## config.mk

```make
export PLATFORM = sky130hd
export DESIGN_NAME = pipe_barrel_shifter_flat
export DESIGN_NICKNAME = d
export VERILOG_FILES = /design/src/rtl/pipe_barrel_shifter_pkg.sv /design/src/rtl/pipe_barrel_shifter_if.sv /design/src/rtl/pipe_barrel_shifter_stage.sv /design/src/rtl/pipe_barrel_shifter.sv /design/src/flat_wrapper.sv
export SDC_FILE = /design/constraint.sdc
export NUM_CORES = 1
export LEC_CHECK = 0
export BUFFER_PORTS_ARGS = -buffer_cell sky130_fd_sc_hd__buf_2
export CAP_MARGIN = 40
export CORE_MARGIN = 2
export CORE_UTILIZATION = 30
export DETAILED_ROUTE_END_ITERATION = 12
export GPL_TIMING_DRIVEN = 0
export HOLD_SLACK_MARGIN = 0.15
export SLEW_MARGIN = 20
export SYNTH_ARGS = -nofsm -noshare
export SYNTH_HDL_FRONTEND = slang
export SYNTH_SLANG_ARGS = --single-unit
```

## constraint.sdc

```tcl
create_clock -name clk -period 3.95 [get_ports clk]
set_clock_uncertainty 0.2 [all_clocks]
set_input_delay 0.79 -clock clk [delete_from_list [all_inputs] [get_ports clk]]
set_output_delay 0.79 -clock clk [all_outputs]
set_load 0.03 [all_outputs]
```

## src/rtl/pipe_barrel_shifter_pkg.sv

```systemverilog
// Shared op encodings and legality check for the pipelined barrel shifter.
// PIPE_BARREL_SHIFTER_ROTATE_EN makes ROL/ROR legal ops; otherwise they are reserved.
package shifter_pkg;

    localparam int OP_W = 3;

    localparam logic [OP_W-1:0] OP_SLL = 3'b000;
    localparam logic [OP_W-1:0] OP_SRL = 3'b001;
    localparam logic [OP_W-1:0] OP_SRA = 3'b010;
    localparam logic [OP_W-1:0] OP_ROL = 3'b011;
    localparam logic [OP_W-1:0] OP_ROR = 3'b100;

    function automatic logic is_legal_op(input logic [OP_W-1:0] op);
`ifdef PIPE_BARREL_SHIFTER_ROTATE_EN
        return (op <= OP_ROR);
`else
        return (op <= OP_SRA);
`endif
    endfunction

endpackage

```

## src/rtl/pipe_barrel_shifter_if.sv

```systemverilog
// Operand/result handshake bundle of the shifter: valid/ready on both ends plus flush.
// The slave modport is the shifter side; the master modport is the producer/consumer side.
interface pipe_barrel_shifter_if
    import shifter_pkg::*;
#(
    parameter int DATA_WIDTH = 32
) ();
    localparam int SHAMT_W = $clog2(DATA_WIDTH);

    logic                  flush;
    logic                  in_valid;
    logic                  in_ready;
    logic [DATA_WIDTH-1:0] din;
    logic [SHAMT_W-1:0]    shamt;
    logic [OP_W-1:0]       op;
    logic                  out_valid;
    logic                  out_ready;
    logic [DATA_WIDTH-1:0] dout;

    modport slave (
        input  flush, in_valid, din, shamt, op, out_ready,
        output in_ready, out_valid, dout
    );

    modport master (
        output flush, in_valid, din, shamt, op, out_ready,
        input  in_ready, out_valid, dout
    );
endinterface

```

## src/rtl/pipe_barrel_shifter_stage.sv

```systemverilog
// One pipeline level: conditionally shifts by 2^STAGE, registers valid/data/shamt/op/sign; 1 cycle.
// Loads when empty or when downstream takes its contents; holds otherwise. ROL/ROR muxes under PIPE_BARREL_SHIFTER_ROTATE_EN.
module shift_stage
    import shifter_pkg::*;
#(
    parameter int DATA_WIDTH = 32,
    parameter int STAGE      = 0,
    localparam int SHAMT_W   = $clog2(DATA_WIDTH)
) (
    input  logic                  clk,
    input  logic                  rst_n,
    input  logic                  flush_i,
    input  logic                  up_vld_i,
    input  logic [DATA_WIDTH-1:0] dat_i,
    input  logic [SHAMT_W-1:0]    shamt_i,
    input  logic [OP_W-1:0]       op_i,
    input  logic                  sign_i,
    input  logic                  dn_rdy_i,
    output logic                  vld_o,
    output logic [DATA_WIDTH-1:0] dat_o,
    output logic [SHAMT_W-1:0]    shamt_o,
    output logic [OP_W-1:0]       op_o,
    output logic                  sign_o
);
    localparam int SH = 1 << STAGE;

    logic                  vld_q;
    logic [DATA_WIDTH-1:0] dat_q, dat_d;
    logic [SHAMT_W-1:0]    shamt_q;
    logic [OP_W-1:0]       op_q;
    logic                  sign_q;
    logic                  load;

    // Reserved ops collapse to zero at every level so the result stays zero.
    always_comb begin
        dat_d = dat_i;
        if (!is_legal_op(op_i)) begin
            dat_d = '0;
        end else if (shamt_i[STAGE]) begin
            unique case (op_i)
                OP_SLL:  dat_d = dat_i << SH;
                OP_SRL:  dat_d = dat_i >> SH;
                OP_SRA:  dat_d = (dat_i >> SH) | ({DATA_WIDTH{sign_i}} << (DATA_WIDTH - SH));
`ifdef PIPE_BARREL_SHIFTER_ROTATE_EN
                OP_ROL:  dat_d = (dat_i << SH) | (dat_i >> (DATA_WIDTH - SH));
                OP_ROR:  dat_d = (dat_i >> SH) | (dat_i << (DATA_WIDTH - SH));
`endif
                default: dat_d = '0;
            endcase
        end
    end

    assign load = !vld_q || dn_rdy_i;

    always_ff @(posedge clk or negedge rst_n) begin
        if (!rst_n) begin
            vld_q   <= 1'b0;
            dat_q   <= '0;
            shamt_q <= '0;
            op_q    <= '0;
            sign_q  <= 1'b0;
        end else if (flush_i) begin
            vld_q <= 1'b0;
        end else if (load) begin
            vld_q <= up_vld_i;
            if (up_vld_i) begin
                dat_q   <= dat_d;
                shamt_q <= shamt_i;
                op_q    <= op_i;
                sign_q  <= sign_i;
            end
        end
    end

    assign vld_o   = vld_q;
    assign dat_o   = dat_q;
    assign shamt_o = shamt_q;
    assign op_o    = op_q;
    assign sign_o  = sign_q;

endmodule

```

## src/rtl/pipe_barrel_shifter.sv

```systemverilog
// Pipelined barrel shifter, one log2 level per stage; latency SHAMT_W cycles, 1 op/cycle.
// Ready chain is combinational back to front; stalls hold the output; flush empties the pipe. Rotate via PIPE_BARREL_SHIFTER_ROTATE_EN.
module pipe_barrel_shifter
    import shifter_pkg::*;
#(
    parameter int DATA_WIDTH = 32
) (
    input  logic                  clk,
    input  logic                  rst_n,
    pipe_barrel_shifter_if.slave  bus
);
    localparam int SHAMT_W = $clog2(DATA_WIDTH);

    // Index 0 is the input port; index k+1 is the register set of stage k.
    logic                  vld   [0:SHAMT_W];
    logic [DATA_WIDTH-1:0] dat   [0:SHAMT_W];
    logic [SHAMT_W-1:0]    shamt [0:SHAMT_W];
    logic [OP_W-1:0]       opr   [0:SHAMT_W];
    logic                  sgn   [0:SHAMT_W];
    logic [SHAMT_W:0]      rdy;
    logic                  unused_tail;

    assign vld[0]   = bus.in_valid && !bus.flush;
    assign dat[0]   = bus.din;
    assign shamt[0] = bus.shamt;
    assign opr[0]   = bus.op;
    assign sgn[0]   = bus.din[DATA_WIDTH-1];

    always_comb begin
        rdy = '0;
        rdy[SHAMT_W] = bus.out_ready;
        for (int k = SHAMT_W - 1; k >= 0; k--) begin
            rdy[k] = !vld[k+1] || rdy[k+1];
        end
    end

    for (genvar k = 0; k < SHAMT_W; k++) begin : g_stage
        shift_stage #(
            .DATA_WIDTH (DATA_WIDTH),
            .STAGE      (k)
        ) u_stage (
            .clk      (clk),
            .rst_n    (rst_n),
            .flush_i  (bus.flush),
            .up_vld_i (vld[k]),
            .dat_i    (dat[k]),
            .shamt_i  (shamt[k]),
            .op_i     (opr[k]),
            .sign_i   (sgn[k]),
            .dn_rdy_i (rdy[k+1]),
            .vld_o    (vld[k+1]),
            .dat_o    (dat[k+1]),
            .shamt_o  (shamt[k+1]),
            .op_o     (opr[k+1]),
            .sign_o   (sgn[k+1])
        );
    end

    assign bus.in_ready  = rdy[0] && !bus.flush;
    assign bus.out_valid = vld[SHAMT_W];
    assign bus.dout      = dat[SHAMT_W];

    assign unused_tail = ^{shamt[SHAMT_W], opr[SHAMT_W], sgn[SHAMT_W]};

endmodule
```

## src/flat_wrapper.sv

```systemverilog
// flat-port wrapper written by rule: the top's interface ports become plain ports
module pipe_barrel_shifter_flat import shifter_pkg::*;
#(
    parameter int DATA_WIDTH = 32
)
  (clk, rst_n, bus_flush, bus_in_valid, bus_din, bus_shamt, bus_op, bus_out_ready, bus_in_ready, bus_out_valid, bus_dout);
  pipe_barrel_shifter_if #(.DATA_WIDTH(DATA_WIDTH)) bus_i ();
  input  logic clk;
  input  logic rst_n;
  input wire logic [$bits(bus_i.flush)-1:0] bus_flush;
  input wire logic [$bits(bus_i.in_valid)-1:0] bus_in_valid;
  input wire logic [$bits(bus_i.din)-1:0] bus_din;
  input wire logic [$bits(bus_i.shamt)-1:0] bus_shamt;
  input wire logic [$bits(bus_i.op)-1:0] bus_op;
  input wire logic [$bits(bus_i.out_ready)-1:0] bus_out_ready;
  output wire logic [$bits(bus_i.in_ready)-1:0] bus_in_ready;
  output wire logic [$bits(bus_i.out_valid)-1:0] bus_out_valid;
  output wire logic [$bits(bus_i.dout)-1:0] bus_dout;
  assign bus_i.flush = bus_flush;
  assign bus_i.in_valid = bus_in_valid;
  assign bus_i.din = bus_din;
  assign bus_i.shamt = bus_shamt;
  assign bus_i.op = bus_op;
  assign bus_i.out_ready = bus_out_ready;
  assign bus_in_ready = bus_i.in_ready;
  assign bus_out_valid = bus_i.out_valid;
  assign bus_dout = bus_i.dout;
  pipe_barrel_shifter #(.DATA_WIDTH(DATA_WIDTH)) u_core (.clk(clk), .rst_n(rst_n), .bus(bus_i));
endmodule
```

==> impl_metrics.json, run 1 <==
{
  "drc": 0,
  "slew_headroom_pct": 40.3,
  "die_x_um": 198,
  "synth-xor-area-share_pct": 0.232,
  "via_count": 9669,
  "worstSetupEndpointType": "output port",
  "min_from": "u_core.g_stage[4].u_stage.dat_o[13]",
  "syn-cell-area_um2": 11300,
  "synth-main-ff-cell": "dfrtp_1",
  "cp_top_family": "simple AND/OR/NAND/NOR gates",
  "fin_cells": 1870,
  "die_h_um": 198,
  "async_flop_share_pct": 100,
  "first_pass_iters": 5,
  "finalPower_mw": 6.35,
  "clkLatencyLatePin_ns": 0.45,
  "hold_buffers": 1,
  "yosys.area_share.adder_pct": 0,
  "fin_tns_setup_ns": 0,
  "cts_resized": 0,
  "clk_pin_slew_ns": 0.08,
  "reg2regPathDepth": 6,
  "post_cts_buffers": 0,
  "rsz0062_at_grt": "false",
  "criticalPathCategory": "input pin to output port",
  "numCtsBuffers": 17,
  "synth_top_area_share_pct": 42.2,
  "gp_congestion": 0.885,
  "fp-row-count": 71,
  "hold_end": "u_core.g_stage[4].u_stage.dat_o[13]",
  "fin_crit_sh_pct": 67.6,
  "io_buffers": 75,
  "drive_gt1_share_pct": 15.1,
  "hpwl_um": 24800,
  "min_delay_path_depth": 2,
  "p_per_area_nw_per_um2": 487,
  "nets": 1391,
  "track_usage_pct": 16.7,
  "initial_core_util_pct": 30.3,
  "pin_count": 79,
  "crit_path_top_delay_cell": "and4b_4",
  "totalWireLength_um": 32500,
  "synthSimpleGateAreaFrac_pct": 14.1,
  "syn_to_final_growth_pct": 15.1,
  "synth_nets": 1294,
  "yosysTopAreaCell": "dfrtp_1",
  "fmax_mhz": 374,
  "viasPerCell": 5.17,
  "synth_edf_count": 0,
  "yosys-top-cells-area": "dfrtp_1, mux2i_1, o21ai_0",
  "cts_tree": "built",
  "status": "complete, no violations",
  "synth_top_family_by_area": "compound AO/OA/AOI/OAI gates",
  "drv_slew": 0,
  "clk_path_buf_depth": 2,
  "path_cells": "buf_2 -> and4b_4 -> and3_1 -> nor2_1 -> buf_2",
  "maxCapViolations": 0,
  "cp_num_buf_inv": 2,
  "cts_root_buffer": "clkbuf_16",
  "timing.rr.end": "u_core.g_stage[4].u_stage.dat_o[29]",
  "cp.required_ns": 2.96,
  "max_stage_delay_ns": 0.36,
  "synth_cell_types": 42,
  "min_period_ns": 2.67,
  "htreeDepth": 4,
  "hold_viol_final": 0,
  "ant_nets": 0,
  "antenna_found_initial": 0,
  "wl_per_cell_um": 17.4,
  "hold_path_class": "register to register",
  "fin_util_pct": 34.8,
  "crit_path_max_fanout": 6,
  "worstReg2RegStart": "u_core.g_stage[4].u_stage.vld_o",
  "synth_compound_area_share_pct": 22.9,
  "yosys_warnings": 0,
  "drtIter0Drc": 683,
  "max-vdd-ir-drop_uv": 238,
  "grt_pass1_vias": 9523,
  "core-area_um2": 37400,
  "crit_arrival_ns": 1.68,
  "holdWs_ns": 0.286,
  "fillers": 3874,
  "synth_mux_area_share_pct": 13.5,
  "grt-ovfl-total": 0,
  "place_inst": 1837,
  "syn_inst": 1249,
  "ys_ff_latch": 191,
  "r2r_slack_ns": 1.47,
  "crit_path_start_kind": "input pin",
  "p_leak_nw": 5.53,
  "tightest_slew_ns": 0.888,
  "syn-mean-instance-area_um2": 9.06,
  "setup_viol": 0,
  "grt_max_degree": 83,
  "ys_seq_area_share_pct": 42.2,
  "cpMostUsedCell": "buf_2",
  "grt_pass1_wl_um": 52200,
  "cts_sinks": 191,
  "die-area_um2": 39300,
  "n_antenna_cell": 0
}
[cells in the final DEF, fill, tap and decap left out, types with 5 or more instances in the layout]
master | synthesis | final
clkinv_8 | 0 | 7
o21ai_0 | 164 | 164
o211ai_1 | 6 | 6
a32oi_1 | 8 | 8
nand2_1 | 152 | 152
nand2b_1 | 20 | 20
buf_1 | 5 | 5
buf_2 | 17 | 91
o22ai_1 | 37 | 37
dfrtp_1 | 191 | 191
nor3_1 | 9 | 9
clkbuf_16 | 0 | 17
a221oi_1 | 10 | 10
a22o_1 | 20 | 20
a211oi_1 | 7 | 7
inv_1 | 23 | 23
nand3b_1 | 65 | 65
nor2b_1 | 31 | 31
mux2i_1 | 110 | 110
o21ai_1 | 30 | 30
buf_4 | 32 | 32
a211o_1 | 12 | 12
a22oi_1 | 60 | 60
mux2_2 | 38 | 38
nor2_1 | 28 | 28
clkbuf_1 | 87 | 87
a21oi_1 | 57 | 57
[cells in the mapped netlist, types with 4 or more instances]
library cell / number
dfrtp_1: 191
o21ai_0: 164
nand2_1: 152
mux2i_1: 110
clkbuf_1: 87
nand3b_1: 65
a22oi_1: 60
a21oi_1: 57
mux2_2: 38
o22ai_1: 37
buf_4: 32
nor2b_1: 31
o21ai_1: 30
nor2_1: 28
inv_1: 23
a22o_1: 20
nand2b_1: 20
buf_2: 17
a211o_1: 12
a221oi_1: 10
nor3_1: 9
a32oi_1: 8
a211oi_1: 7
o211ai_1: 6
buf_1: 5
a21o_1: 4
a31oi_1: 4
[per-stage QoR]
stage / setup slack (ns) / area, um^2
finish: 1.28 / 13000
floorplan: 1.38 / 11300
CTS: 1.28 / 13000
detailed placement: 1.05 / 12400
global placement: -1.23 / 12300
global route: 1.24 / 13000
[layout make-up]
class / instances / area [um^2] / share of cell area (%)
inverter: 26 / 97.6 / 0.749
timing repair buffer: 78 / 450 / 3.46
multi-input combinational: 889 / 5750 / 44.1
buffer: 143 / 693 / 5.32
clock inverter: 15 / 191 / 1.47
sequential: 191 / 4780 / 36.7
tap: 511 / 639 / 4.91
clock buffer: 17 / 425 / 3.27
[registers in the layout, indices dropped and copies added, names as in the netlist]
signal                          cells
u_core.g_stage.u_stage.sign_o       4
u_core.g_stage.u_stage.vld_o        5
u_core.g_stage.u_stage.op_o        12
u_core.g_stage.u_stage.dat_o      160
u_core.g_stage.u_stage.shamt_o     10
[cell families (layout without fill, tap and decap cells)]
family / after synthesis / count (layout)
compound gates: 425 / 425
xor+xnor: 3 / 3
buf+inv: 169 / 279
flops: 191 / 191
mux: 148 / 148
simple gates: 313 / 313
[how the worst max path moves through the flow]
stage             startpoint                              endpoint  slack [ns]  cells after the start
2_1_floorplan  bus_out_ready                          bus_in_ready        1.38                      3
3_3_place_gp           rst_n   u_core.g_stage[0].u_stage.dat_o[17]       -1.23                      1
3_5_place_dp       bus_flush  u_core.g_stage[1].u_stage.shamt_o[4]        1.05                      6
4_1_cts        bus_out_ready                          bus_in_ready        1.28                      5
5_1_grt        bus_out_ready                          bus_in_ready        1.24                      5
6_report       bus_out_ready                          bus_in_ready        1.28                      5
[per-layer routing]
metal  global-route usage [%]  share of wire, %  vias up
met5                        0                 0        -
met2                     29.2                49      237
li1                         -                 -     4699
met1                     21.7                46     4686
met4                     5.04               2.1        0
met3                     1.81               3.0       47
[power by group]
group	leakage (nW)	internal, mW	switching, mW
Combinational	2.69	0.800	1.20
Sequential	2.55	2.26	0.319
Clock	0.290	0.862	0.906
Total	5.53	3.92	2.43
[worst reg2reg max path: stages, from the launching register on]
cell and delay, ns:
dfrtp_1 0.40, nor2b_1 0.18, or3b_1 0.39, clkbuf_1 0.26, a211oi_2 0.53, buf_2 0.32
a22o_1 0.15
Power figures use the tool's default switching activity.
==> run 2: changes to the inputs <==
==> constraint.sdc (replaced) <==
create_clock -name clk -period 2.51 [get_ports clk]
set_clock_uncertainty 0.2 [all_clocks]
set_input_delay 0.502 -clock clk [delete_from_list [all_inputs] [get_ports clk]]
set_output_delay 0.502 -clock clk [all_outputs]
set_load 0.03 [all_outputs]
==> run 2 against run 1 <==
Setup slack lost 1.1 ns. Cell count is 0.32% higher. Global-route usage about the same. Critical path type is now register to register. Combinational power is 59% higher. Core utilization is 0.21 points higher. Clock power grew 57%. Die area unchanged. Total power is 58% higher. Critical endpoint is now u_core.g_stage[1].u_stage.sign_o. Sequential power grew 58%. Via count fell by 0.30%.
==> impl_metrics.json, run 2 (synthesis results as in run 1) <==
{
  "final_common_cell": "dfrtp_1",
  "htreeDepth": 4,
  "ant_nets": 0,
  "cpMostUsedCell": "clkbuf_1",
  "drive_gt1_share_pct": 15.4,
  "grt_pass1_vias": 9569,
  "via_count": 9640,
  "multi_input_area_um2": 5760,
  "status": "complete, no violations",
  "hold_end": "u_core.g_stage[0].u_stage.dat_o[31]",
  "nets": 1397,
  "swShare_pct": 38.3,
  "drc": 0,
  "viasPerCell": 5.14,
  "initial_core_util_pct": 30.3,
  "crit_path_max_fanout": 10,
  "hpwl_um": 24800,
  "setup_viol": 0,
  "first_pass_iters": 5,
  "die_x_um": 198,
  "hold_path_class": "input pin to register",
  "tightest_slew_ns": 0.807,
  "dpl_cell_area_um2": 12400,
  "grt_pass1_wl_um": 52300,
  "p_per_area_nw_per_um2": 764,
  "rsz0062_at_grt": "false",
  "grt-ovfl-total": 0,
  "die-area_um2": 39300,
  "io_buffers": 75,
  "mostFrequentLayoutCells": "dfrtp_1, o21ai_0, nand2_1, mux2i_1, buf_2",
  "core-area_um2": 37400,
  "totalWireLength_um": 32500,
  "die_h_um": 198,
  "fp-row-count": 71,
  "final_area_um2": 13100,
  "gp_congestion": 0.885,
  "drv_slew": 0,
  "max-vdd-ir-drop_uv": 375,
  "pin_count": 79,
  "slew_headroom_pct": 46.0,
  "post_cts_buffers": 0,
  "largest_register_ffs": 160,
  "power.internal_mw": 6.18,
  "fillers": 3874,
  "numCtsBuffers": 17,
  "criticalPathCategory": "register to register",
  "min_period_ns": 2.36,
  "clk_path_buf_depth": 2,
  "worstReg2RegStart": "u_core.g_stage[3].u_stage.vld_o",
  "cts_tree": "built",
  "cts_sinks": 191,
  "fin_crit_sh_pct": 94.1,
  "reg2regPathDepth": 5,
  "r2r_slack_ns": 0.15,
  "crit_path_start_kind": "register",
  "crit_path_top_delay_cell": "clkbuf_1",
  "fin_util_pct": 35.0,
  "syn_to_final_growth_pct": 15.8,
  "p_clk_share_pct": 27.8,
  "p_leak_nw": 5.56,
  "n_antenna_cell": 0,
  "cts_root_buffer": "clkbuf_16",
  "combinationalPowerShare_pct": 31.7,
  "seq_power_share_pct": 40.5,
  "drtIter0Drc": 703,
  "antenna_found_initial": 0,
  "crit_arrival_ns": 2.48,
  "path_cells": "and4b_4 -> a211o_1 -> clkbuf_1 -> clkbuf_1 -> mux2_2",
  "final-seq-area_um2": 4780,
  "timing.rr.end": "u_core.g_stage[1].u_stage.sign_o",
  "p_switching_mw": 3.83,
  "clk_pin_slew_ns": 0.09,
  "grt_max_degree": 83,
  "track_usage_pct": 16.7,
  "min_delay_path_depth": 2,
  "min_from": "bus_op[2]",
  "worstSetupEndpointType": "register",
  "hold_viol_final": 0,
  "maxCapViolations": 0,
  "cp_num_buf_inv": 2,
  "cp.required_ns": 2.63,
  "fmax_mhz": 424,
  "wl_per_cell_um": 17.3,
  "clkLatencyLatePin_ns": 0.45,
  "cp_top_family": "buffers and inverters",
  "max_stage_delay_ns": 0.44
}
[run 2: worst max path at each step]
stage	start	endpoint	slack, ns	cells past startpoint
floorplan	u_core.g_stage[4].u_stage.vld_o	u_core.g_stage[4].u_stage.dat_o[16]	0.37	6
global placement	rst_n	u_core.g_stage[0].u_stage.dat_o[17]	-2.38	1
detailed placement	bus_flush	u_core.g_stage[1].u_stage.shamt_o[4]	-0.11	6
CTS	u_core.g_stage[4].u_stage.vld_o	u_core.g_stage[4].u_stage.dat_o[28]	0.03	6
global route	u_core.g_stage[2].u_stage.op_o[1]	u_core.g_stage[3].u_stage.dat_o[26]	0.02	6
finish	u_core.g_stage[3].u_stage.vld_o	u_core.g_stage[1].u_stage.sign_o	0.15	5
[run 2: power by group through the flow]
| stage | Clock, mW | Combinational (mW) | Sequential (mW) |
|---|---|---|---|
| floorplan | 0 | 2.34 | 3.89 |
| global route | 2.93 | 3.48 | 4.12 |
| global placement | 0 | 3.08 | 4.08 |
| CTS | 2.83 | 3.14 | 4.04 |
| finish | 2.78 | 3.17 | 4.06 |
| detailed placement | 0 | 3.13 | 4.10 |
[run 2: worst reg2reg max path, cell delays in order, from the launching register on]
cell      delay [ns]
dfrtp_1         0.43
and4b_4         0.31
a211o_1         0.13
clkbuf_1        0.35
clkbuf_1        0.44
mux2_2          0.39
[run 2: layer usage]
metal | track usage (%) | part of all wire, % | routed length, um
met4 | 5.04 | 1.8 | 582
met5 | 0 | 0 | 0
met1 | 21.7 | 46 | 14900
met2 | 29.2 | 50 | 16100
met3 | 1.77 | 3.0 | 964
[run 2: layout make-up]
cell class                      count  share of cell area (%)
Buffer                            143                    5.32
Multi-Input combinational cell    889                    44.0
Timing Repair Buffer               84                    3.90
Tap cell                          511                    4.88
Inverter                           26                   0.745
Clock buffer                       17                    3.25
Clock inverter                     15                    1.46
Sequential cell                   191                    36.5
[run 2: repair_timing]
item	4_1_cts	5_1_grt
endpoints found under the hold margin	61	0
gates resized for setup	0	9
setup endpoints to repair	0	46
hold buffers	7	0
[run 2: stage by stage]
stage,cells,setup WS [ns],power [mW],TNS [ns],hold slack (ns)
after floorplan,1249,0.367,6.23,0,0.00641
after global placement,1835,-2.38,7.16,-449.29,0.261
after detailed placement,1837,-0.106,7.23,-1.81,0.258
after CTS,1876,0.0316,10.0,0,0.155
after global routing,1876,0.0191,10.5,0,0.175
final,1876,0.149,10.0,0,0.163
